### src/rtl/sched_pkg.sv
// Shared types and elaboration helpers for the pending request scheduler.
package sched_pkg;

   typedef enum logic {
      EMPTY = 1'b0,
      HOLD  = 1'b1
   } out_state_t;

   localparam string PRIO_HIGH = "HIGH";
   localparam string PRIO_LOW  = "LOW";

   function automatic int unsigned idx_w(input int unsigned width);
      return (width < 2) ? 1 : $clog2(width);
   endfunction

   // Start the rotation so the first round-robin pick matches the fixed-priority pick.
   function automatic int unsigned last_idx_reset(input int unsigned width, input bit lsb_high);
      return lsb_high ? width - 1 : 0;
   endfunction

endpackage

### src/rtl/pending_request_scheduler_encoder.sv
// Combinational priority encoder: picks the lowest (LSB_HIGH=1) or highest set request bit.
module pending_request_scheduler_encoder
   import sched_pkg::*;
#(
   parameter int unsigned WIDTH    = 4,
   parameter bit          LSB_HIGH = 1'b1
) (
   input  logic [WIDTH-1:0]        req,
   output logic                    valid,
   output logic [idx_w(WIDTH)-1:0] index,
   output logic [WIDTH-1:0]        onehot
);

   localparam int unsigned IW = idx_w(WIDTH);

   // Later loop iterations overwrite earlier ones, so the scan order sets the winner.
   always_comb begin
      valid  = |req;
      index  = '0;
      onehot = '0;
      for (int unsigned i = 0; i < WIDTH; i++) begin
         if (LSB_HIGH) begin
            if (req[IW'(WIDTH - 1 - i)]) index = IW'(WIDTH - 1 - i);
         end else begin
            if (req[IW'(i)]) index = IW'(i);
         end
      end
      if (valid) onehot[index] = 1'b1;
   end

endmodule

### src/rtl/pending_request_scheduler.sv
// Sticky pending bitmap served one request at a time through a registered valid/ready grant port.
module pending_request_scheduler
   import sched_pkg::*;
#(
   parameter int unsigned WIDTH        = 4,
   parameter string       LSB_PRIORITY = "HIGH",
   parameter bit          ROUND_ROBIN  = 1'b0
) (
   input  logic                    clk,
   input  logic                    rst_n,
   input  logic                    req_valid,
   input  logic [WIDTH-1:0]        req_vector,
   input  logic                    flush,
   output logic                    grant_valid,
   input  logic                    grant_ready,
   output logic [idx_w(WIDTH)-1:0] grant_index,
   output logic [WIDTH-1:0]        grant_onehot,
   output logic [WIDTH-1:0]        pending,
   output logic                    busy
);

   localparam int unsigned     IW       = idx_w(WIDTH);
   localparam bit              LSB_HIGH = (LSB_PRIORITY == PRIO_HIGH);
   localparam logic [IW-1:0]   LAST_RST = IW'(last_idx_reset(WIDTH, LSB_HIGH));

   if (WIDTH < 2 || (WIDTH & (WIDTH - 1)) != 0) begin : g_width_check
      $error("pending_request_scheduler: WIDTH must be a power of two >= 2");
   end
   if (LSB_PRIORITY != PRIO_HIGH && LSB_PRIORITY != PRIO_LOW) begin : g_prio_check
      $error("pending_request_scheduler: LSB_PRIORITY must be \"HIGH\" or \"LOW\"");
   end

   out_state_t        state, state_next;
   logic              load;
   logic              take;
   logic [WIDTH-1:0]  cand;
   logic [WIDTH-1:0]  clr;
   logic [WIDTH-1:0]  pending_next;
   logic              pick_valid;
   logic [IW-1:0]     un_idx, pick_idx;
   logic [WIDTH-1:0]  un_onehot, pick_onehot;

   assign cand = pending;

   pending_request_scheduler_encoder #(
      .WIDTH    (WIDTH),
      .LSB_HIGH (LSB_HIGH)
   ) u_enc_unmasked (
      .req    (cand),
      .valid  (pick_valid),
      .index  (un_idx),
      .onehot (un_onehot)
   );

   if (ROUND_ROBIN) begin : g_rr
      logic [IW-1:0]    last_idx;
      logic [WIDTH-1:0] rr_mask;
      logic             masked_valid;
      logic [IW-1:0]    masked_idx;
      logic [WIDTH-1:0] masked_onehot;

      // Only indices past the last grant (in scan direction) are eligible first.
      always_comb begin
         rr_mask = '0;
         for (int unsigned i = 0; i < WIDTH; i++) begin
            if (LSB_HIGH) rr_mask[IW'(i)] = (IW'(i) > last_idx);
            else          rr_mask[IW'(i)] = (IW'(i) < last_idx);
         end
      end

      pending_request_scheduler_encoder #(
         .WIDTH    (WIDTH),
         .LSB_HIGH (LSB_HIGH)
      ) u_enc_masked (
         .req    (cand & rr_mask),
         .valid  (masked_valid),
         .index  (masked_idx),
         .onehot (masked_onehot)
      );

      assign pick_idx    = masked_valid ? masked_idx    : un_idx;
      assign pick_onehot = masked_valid ? masked_onehot : un_onehot;

      always_ff @(posedge clk or negedge rst_n) begin
         if (!rst_n)    last_idx <= LAST_RST;
         else if (take) last_idx <= pick_idx;
      end
   end else begin : g_fixed
      assign pick_idx    = un_idx;
      assign pick_onehot = un_onehot;
   end

   // Output register FSM: state register.
   always_ff @(posedge clk or negedge rst_n) begin
      if (!rst_n) state <= EMPTY;
      else        state <= state_next;
   end

   always_comb begin
      state_next = state;
      if (flush)     state_next = EMPTY;
      else if (load) state_next = pick_valid ? HOLD : EMPTY;
   end

   always_comb begin
      grant_valid = (state == HOLD);
      load        = (state == EMPTY) || grant_ready;
   end

   assign take = load && pick_valid && !flush;
   assign clr  = take ? pick_onehot : '0;

   // Set is ORed in after the clear so a re-request of the granted bit survives.
   always_comb begin
      pending_next = (pending & ~clr) | (req_valid ? req_vector : '0);
      if (flush) pending_next = '0;
   end

   always_ff @(posedge clk or negedge rst_n) begin
      if (!rst_n) pending <= '0;
      else        pending <= pending_next;
   end

   always_ff @(posedge clk or negedge rst_n) begin
      if (!rst_n) begin
         grant_index  <= '0;
         grant_onehot <= '0;
      end else if (flush) begin
         grant_onehot <= '0;
      end else if (load) begin
         if (pick_valid) begin
            grant_index  <= pick_idx;
            grant_onehot <= pick_onehot;
         end else begin
            grant_onehot <= '0;
         end
      end
   end

   assign busy = grant_valid | (|pending);

endmodule

### config.mk
export PLATFORM = sky130hd
export DESIGN_NAME = pending_request_scheduler
export DESIGN_NICKNAME = d
export VERILOG_FILES = /design/src/rtl/sched_pkg.sv /design/src/rtl/pending_request_scheduler_encoder.sv /design/src/rtl/pending_request_scheduler.sv
export SDC_FILE = /design/constraint.sdc
export NUM_CORES = 1
export LEC_CHECK = 0
export BUFFER_PORTS_ARGS = -buffer_cell sky130_fd_sc_hd__buf_2
export CAP_MARGIN = 20
export CELL_PAD_IN_SITES_DETAIL_PLACEMENT = 1
export CELL_PAD_IN_SITES_GLOBAL_PLACEMENT = 1
export CORE_AREA = 2 2 45 43
export CTS_BUF_LIST = sky130_fd_sc_hd__clkbuf_16
export CTS_CLUSTER_DIAMETER = 50
export CTS_CLUSTER_SIZE = 30
export DETAILED_ROUTE_END_ITERATION = 8
export DIE_AREA = 0 0 47 45
export HOLD_SLACK_MARGIN = 0.02
export PLACE_DENSITY = 0.86
export SYNTH_ARGS = -nofsm -noshare
export SYNTH_HDL_FRONTEND = slang
export SYNTH_HIERARCHICAL = 1
export SYNTH_SLANG_ARGS = --single-unit
### constraint.sdc
create_clock -name clk -period 4.79 [get_ports clk]
set_clock_uncertainty 0.2 [all_clocks]
set_input_delay 0.7185 -clock clk [delete_from_list [all_inputs] [get_ports clk]]
set_output_delay 0.7185 -clock clk [all_outputs]
set_load 0.01 [all_outputs]
# Word-level counts from Yosys, hierarchy flattened
# Index checks and enable logic that the tools add are counted.
# totals
input_bits	9
register_bits	11
wordCells	36
# op_classes
bitwise	6
order_cmp	2
reduce_logical	8
mux	16
# op_table
operator	count
$mux W4	7
$mux W2	4
$and A4 B4 Y4	1
$mux W1	4
$not A4 Y4	1
$or A4 B4 Y4	1
$reduce_or A4 Y1	1
$logic_and A1 B1 Y1	3
$lt A2 B3 Y1 const B	1
$reduce_and A3 Y1	1
$demux W1 S2	1
$ge A2 B1 Y1 const B	1
$not A1 Y1	2
$reduce_bool A2 Y1	1
$logic_not A1 Y1	1
$logic_or A1 B1 Y1	1
$or A1 B1 Y1	1

# Depth between registers and ports, before layout
# Gate-level depths: netlist of run 1.
# logic_depth
depth_word	14
mapped_depth	6
ltp_nobuf	5

# Cells and area by module
# Netlist of run 1, hierarchy kept.
# modules_own_cells
module	area_per_inst_um2	n_inst	cells_each	seq_area_each_um2
pending_request_scheduler	506.7	1	52	275.3
pending_request_scheduler_encoder	60.1	1	11	0.0

# Worst setup path before layout of run 1
# OpenSTA, ideal clock, no wires.
# synth_timing
kind	input -> register
startpoint	input port flush
endpoint	register grant_index[0]
path_buffers	1
required_ns	4.465
arrival_ns	1.404
path_stages	3
setup_slack_ns	3.061
cell_sequence	buf_4 -> nor3b_4 -> mux2_2
# synth_via
elab_chain_cells	2
# synth_rtl
element	line_no	rtl
from (decl)	pending_request_scheduler.sv:13	input logic flush,
$not A1 Y1 (no line)	n/a	
$reduce_and A3 Y1 (no line)	n/a	
to (signal assigned)	pending_request_scheduler.sv:132	grant_index <= pick_idx;
to (decl)	pending_request_scheduler.sv:16	output logic [idx_w(WIDTH)-1:0] grant_index,
# No other way between the ends.
# A chain may end at the register's enable or synchronous reset.

# Final worst setup path of run 1
# layout_timing
startpoint	register pending[2]
endpoint	output port busy
# layout_via
elab_chain_cells	2
# layout_rtl
element	line_no	rtl
from (decl)	pending_request_scheduler.sv:18	output logic [WIDTH-1:0] pending,
from (signal assigned)	pending_request_scheduler.sv:121	else pending <= pending_next;
$reduce_or A4 Y1	pending_request_scheduler.sv:140	assign busy = grant_valid | (|pending);
$or A1 B1 Y1	pending_request_scheduler.sv:140	
to (decl)	pending_request_scheduler.sv:19	output logic busy
# No other way between the ends.

==> flow_summary.yaml, run 1 <==
final_layout:
  fin_util_pct: 46.5
  ff_latch_area_sq_um: 275
  diodes: 0
  n_fill_cell: 206
  drive_gt1_share_pct: 36.1
  finalNonFillerCells: 107
  layout.nets: 93
  areaGrowthSynthToFinish_pct: 32.2
  multi_input_area_sq_um: 260
global_route:
  grt_util_met3_pct: 4.80
  grtUsageMet2_pct: 24.4
  antenna_found_initial: 0
  overflow: 0
  grt_util_all_layers_pct: 16.0
  grt_max_degree: 12
  grt_pass1_vias: 514
  grt_pass1_wl_mm: 2.26
  busiest_layer: "met2"
  grtUsageMet1_pct: 19.6
synth:
  synth-seq-area-share_pct: 48.6
  yosys.area_share.adder_pct: 0
  syn_nets: 72
  synth_mux_area_share_pct: 3.97
  avgSynthCellArea_sq_um: 9.00
  synth_top_family_by_area: "simple AND/OR/NAND/NOR gates"
  synth_compound_area_share_pct: 11.5
  ys_warn_count: 6
  syn_inst: 63
  synth-xor-area-share_pct: 0
  synth_seq_cells: 11
  synth_simple_gate_area_share_pct: 30.5
  synth.distinct_cells: 19
  syn-cell-area_sq_um: 567
setup_path:
  reg2reg_setup_slack_ns: 3.01
  crit-reg2reg-launch: "pending[0]"
  cp-end-kind: "primary output"
  crit_fanout: 6
  crit_type: "reg2out"
  worstPathArrival_ns: 1.06
  r2r_end: "grant_index[1]"
  reg2reg_depth: 4
  cp-start-kind: "flop"
  crit_required_ns: 3.87
clock_network:
  post-cts-setup-buffer-count: 0
  clk_latency_ns: 0.24
  htree_levels: 1
  cts.sinks: 11
  cts_buffer_depth: 2
  cts_tree: "built"
  cts_root_buf: "clkbuf_16"
  post_cts_resized: 0
  cts_buffers: 3
  hold_buffers: 0
  clk_pin_slew_ns: 0.04
sta:
  worst_pin_slew_ns: 0.330
  relSlewSlack_pct: 78.0
  rsz0062_at_grt: "false"
  finalSetupViolCount: 0
  min_period_ns: 1.98
  slew_violations: 0
  post-route-period-util_pct: 41.3
  tns_ns: 0
  hold_viol: 0
  fmax_mhz: 506
pwr:
  power_frac_clock_pct: 48.4
  p_int_uw: 236
  ir_worst_vdd_uv: 151
  seqPwrFrac_pct: 35.3
  switchingPower_uw: 77.4
  p_per_area_nw_per_um2: 418
  p_leak_nw: 0.363
  swShare_pct: 24.7
  combPwrFrac_pct: 16.4
die:
  start_util_pct: 35.2
  die_width_microns: 47
  io_pins: 21
  rows: 14
  core_area_sq_um: 1610
  die_area_sq_um: 2120
  die_h_microns: 45
route:
  vias: 511
  vias_per_cell: 4.78
  post-route-drc-count: 0
  drtIter0Drc: 1
  ant_nets: 0
  first_pass_iters: 4
  routedWlPerCell_microns: 12.7
  drt-total-wl_mm: 1.35
outcome:
  status: "finished clean"
place:
  place_inst: 103
  dp.final_hpwl_mm: 1.04
  portBuffers: 20
  place_congestion: 0.829
run:
  cap_viol_max_count: 0
worst_hold_path:
  worstHoldPathType: "in2async"
cells in the final DEF (no fill, tap or decap), drive strengths merged:
master  count
a21oi       9
and2        1
buf        20
clkbuf      3
clkinv      1
dfrtp      11
inv         1
mux2        2
nand2      14
nand2b      1
nand3       4
nor2        6
nor2b       1
nor3        3
nor3b       1
o21ai       4
or2b        1
through the flow:
step	worst slack, ns	hold WS [ns]	total power, mW	cell area [sq um]
floorplan	3.06	0.223	0.144	567
global placement	3.02	0.290	0.161	669
detailed placement	2.98	0.315	0.164	669
CTS	2.80	0.151	0.317	749
global route	2.78	0.160	0.329	749
finish	2.81	0.144	0.313	749
final cells by class:
class	instances	area share [%]
timing repair buffer	20	13.4
multi-input combinational	47	34.7
sequential	11	36.7
clock buffer	3	10.0
clock inverter	1	0.668
inverter	1	0.501
tap	24	4.01
per-layer routing:
metal / share of wire (%) / up-vias
li1: - / 249
met1: 43 / 240
met2: 49 / 17
met3: 4.4 / 5
met4: 2.7 / 0
met5: 0 / -
cells by family (layout without fill, tap and decap cells):
| logic type | count (synthesis) | in the layout |
|---|---|---|
| simple gates | 32 | 32 |
| compound gates | 13 | 13 |
| flops | 11 | 11 |
| buf+inv | 5 | 25 |
| mux | 2 | 2 |
synth_stat cells:
master,instances,area share (%)
nor3_1,3,2.6
and2_1,1,1.1
clkbuf_1,1,0.66
nand2b_4,1,2.4
nor2_1,5,3.3
mux2_2,2,4.0
o21ai_0,4,3.5
nor2b_4,1,2.4
buf_6,1,2.0
nand2_1,14,9.3
buf_4,1,1.3
buf_2,1,0.88
inv_1,1,0.66
dfrtp_1,11,49
nand3_1,4,3.5
a21oi_1,9,7.9
nor2_2,1,1.1
or2b_1,1,1.3
nor3b_4,1,3.3
critical path, cell delays in order (launching register included):
cell     delay [ns]
dfrtp_1        0.42
nor3_1         0.20
nand2_1        0.07
buf_2          0.13
flip-flops by register name, summed over array words and instances, names as in the netlist:
signal,flops
grant_index,2
grant_onehot,4
grant_valid,1
pending,4
power groups by stage:
stage / clock network [mW] / registers (mW) / logic (mW)
after global routing: 0.160 / 0.112 / 0.0571
final: 0.151 / 0.110 / 0.0513
after detailed placement: 0 / 0.112 / 0.0516
after CTS: 0.153 / 0.111 / 0.0522
after global placement: 0 / 0.111 / 0.0495
after floorplan: 0 / 0.115 / 0.0295
worst max-delay path by stage:
stage / start / to / slack (ns) / cells after the start
5_1_grt: pending[1] / busy / 2.78 / 3
2_1_floorplan: flush / grant_index[0] / 3.06 / 3
4_1_cts: pending[2] / busy / 2.80 / 3
6_report: pending[2] / busy / 2.81 / 3
3_5_place_dp: flush / grant_index[1] / 2.98 / 3
3_3_place_gp: flush / grant_index[0] / 3.02 / 3
Power figures use the tool's default switching activity.
==> run 2, diff against run 1 <==
--- a/config.mk
+++ b/config.mk
@@ -9,14 +9,14 @@
 export CAP_MARGIN = 20
 export CELL_PAD_IN_SITES_DETAIL_PLACEMENT = 1
 export CELL_PAD_IN_SITES_GLOBAL_PLACEMENT = 1
-export CORE_AREA = 2 2 45 43
+export CORE_AREA = 2 2 47 45
 export CTS_BUF_LIST = sky130_fd_sc_hd__clkbuf_16
 export CTS_CLUSTER_DIAMETER = 50
 export CTS_CLUSTER_SIZE = 30
 export DETAILED_ROUTE_END_ITERATION = 8
-export DIE_AREA = 0 0 47 45
+export DIE_AREA = 0 0 49 47
 export HOLD_SLACK_MARGIN = 0.02
-export PLACE_DENSITY = 0.86
+export PLACE_DENSITY = 0.8
 export SYNTH_ARGS = -nofsm -noshare
 export SYNTH_HDL_FRONTEND = slang
 export SYNTH_HIERARCHICAL = 1
==> constraint.sdc (replaced) <==
create_clock -name clk -period 2.1 [get_ports clk]
set_clock_uncertainty 0.2 [all_clocks]
set_input_delay 0.315 -clock clk [delete_from_list [all_inputs] [get_ports clk]]
set_output_delay 0.315 -clock clk [all_outputs]
set_load 0.01 [all_outputs]
==> run 2 against run 1 <==
  * Critical path depth rose by 1
  * Clock power rose by 130%
  * Worst setup slack got worse by 2.5 ns
  * Combinational power rose by 130%
  * Cell count rose by 1.9%
  * Die area rose by 8.9%
  * First-iteration DRC count rose to 3.0 times the previous value
  * Non-clock buffer count rose by 1
  * Cell area rose by 1.3%
  * Via count fell by 1.8%
  * Wire length rose by 7.3%
  * Flip-flop and latch count did not move
  * Critical path type is now reg2reg
  * Critical endpoint is now grant_index[1]
  * Largest power group unchanged
==> flow_summary.yaml, run 2 (synthesized netlist as in run 1, its figures left out) <==
place:
  dp.final_hpwl_mm: 1.05
  place_congestion: 0.762
  place_area_sq_um: 671
  portBuffers: 20
clock_network:
  cts.sinks: 11
  htree_levels: 1
  clk_pin_slew_ns: 0.04
  cts_buffer_depth: 2
  cts_root_buf: "clkbuf_16"
  post_cts_resized: 0
  hold_buffers: 1
  cts_tree: "built"
  clk_latency_ns: 0.24
  post-cts-setup-buffer-count: 0
  cts_buffers: 3
route:
  first_pass_iters: 4
  vias_per_cell: 4.61
  ant_nets: 0
  drt-total-wl_mm: 1.45
  routedWlPerCell_microns: 13.3
  post-route-drc-count: 0
  vias: 502
  drtIter0Drc: 3
global_route:
  overflow: 0
  grt_util_all_layers_pct: 14.8
  grt_pass1_wl_mm: 2.36
  grt_pass1_vias: 495
  antenna_found_initial: 0
  grt_max_degree: 12
die:
  io_pins: 21
  start_util_pct: 31.1
  rows: 15
  die_area_sq_um: 2300
  die_width_microns: 49
  die_h_microns: 47
  core_area_sq_um: 1820
pwr:
  p_per_area_nw_per_um2: 941
  seqPwrFrac_pct: 35.2
  swShare_pct: 24.9
  p_int_uw: 537
  power_frac_clock_pct: 48.0
  ir_worst_vdd_uv: 538
  p_leak_nw: 0.369
  switchingPower_uw: 178
  combPwrFrac_pct: 16.9
final_layout:
  final_area_sq_um: 759
  final_cell_mix: "20 x buf_2, 14 x nand2_1, 11 x dfrtp_1"
  drive_gt1_share_pct: 34.5
  layout.nets: 94
  ff_latch_area_sq_um: 275
  reg_top3: "grant_onehot (4), pending (4), grant_index (2)"
  diodes: 0
  multi_input_area_sq_um: 260
  areaGrowthSynthToFinish_pct: 34.0
  mostFrequentLayoutCell: "buf_2"
  n_fill_cell: 228
run:
  cap_viol_max_count: 0
setup_path:
  cp_cell_sequence: "nor2_2, nand2_1, nor3b_4, mux2_2"
  crit_required_ns: 2.02
  cp-start-kind: "flop"
  cp_num_buf_inv: 0
  slowest_stage: "dfrtp_1"
  cp-end-kind: "flop"
  slowest_delay_ns: 0.50
  crit-reg2reg-launch: "pending[0]"
  r2r_end: "grant_index[1]"
  reg2reg_setup_slack_ns: 0.34
  critPathTopFamily: "simple AND/OR/NAND/NOR gates"
  crit_type: "reg2reg"
  reg2reg_depth: 4
  crit_fanout: 10
  worstPathArrival_ns: 1.68
sta:
  worst_pin_slew_ns: 0.306
  min_period_ns: 1.76
  finalSetupViolCount: 0
  rsz0062_at_grt: "false"
  relSlewSlack_pct: 79.5
  slew_violations: 0
  fmax_mhz: 567
  tns_ns: 0
  hold_viol: 0
  post-route-period-util_pct: 84.0
worst_hold_path:
  whs_endpoint: "pending[0]"
  hold_depth: 3
  worstHoldStart: "req_vector[0]"
  worstHoldPathType: "in2reg"
outcome:
  status: "finished clean"
[run 2: cell count changes in the layout (fill, tap and decap cells not counted), sizes merged]
cell / previous run / this run
inv: 1 / 2
clkinv: 1 / 0
dlygate4sd3: 0 / 1
[run 2: worst max path at each step]
| stage | startpoint | end | slack (ns) | cells past startpoint |
|---|---|---|---|---|
| 2_1_floorplan | pending[3] | grant_index[0] | 0.48 | 5 |
| 3_3_place_gp | pending[0] | grant_index[1] | 0.45 | 4 |
| 3_5_place_dp | pending[0] | grant_index[1] | 0.36 | 4 |
| 4_1_cts | pending[0] | grant_index[1] | 0.32 | 4 |
| 5_1_grt | pending[0] | grant_index[1] | 0.18 | 4 |
| 6_report | pending[0] | grant_index[1] | 0.34 | 4 |
[run 2: cell type report]
class                           instances  share of cell area [%]
Clock buffer                            3                    9.88
Clock inverter                          1                   0.494
Inverter                                1                   0.494
Multi-Input combinational cell         47                    34.3
Sequential cell                        11                    36.2
Tap cell                               25                    4.12
Timing Repair Buffer                   21                    14.5
[run 2: worst register-to-register path, stage by stage, from the launching register on]
cell and delay [ns]:
dfrtp_1 0.50, nor2_2 0.07, nand2_1 0.24, nor3b_4 0.27
mux2_2 0.37
[run 2: power groups by stage]
| stage | sequential, mW | combinational, mW | clock, mW |
|---|---|---|---|
| 6_report | 0.251 | 0.120 | 0.343 |
| 5_1_grt | 0.257 | 0.135 | 0.361 |
| 4_1_cts | 0.253 | 0.123 | 0.347 |
| 3_5_place_dp | 0.254 | 0.119 | 0 |
| 3_3_place_gp | 0.252 | 0.115 | 0 |
| 2_1_floorplan | 0.261 | 0.0673 | 0 |
[run 2: metrics by stage]
stage	total power [mW]	hold WS (ns)	instances	utilization [%]	worst slack, ns
after floorplan	0.328	-0.181	63	-	0.478
after global placement	0.368	-0.00443	104	36.8	0.447
after detailed placement	0.373	0.000706	104	36.8	0.358
after CTS	0.722	0.119	109	41.7	0.322
after global routing	0.753	0.141	109	41.7	0.182
final	0.714	0.120	109	41.7	0.336
[run 2: per-layer routing]
metal | global-route usage, % | routed length, microns
met1 | 17.5 | 651
met2 | 24.4 | 699
met3 | 6.69 | 92
met4 | 5.14 | 9
met5 | 0 | 0
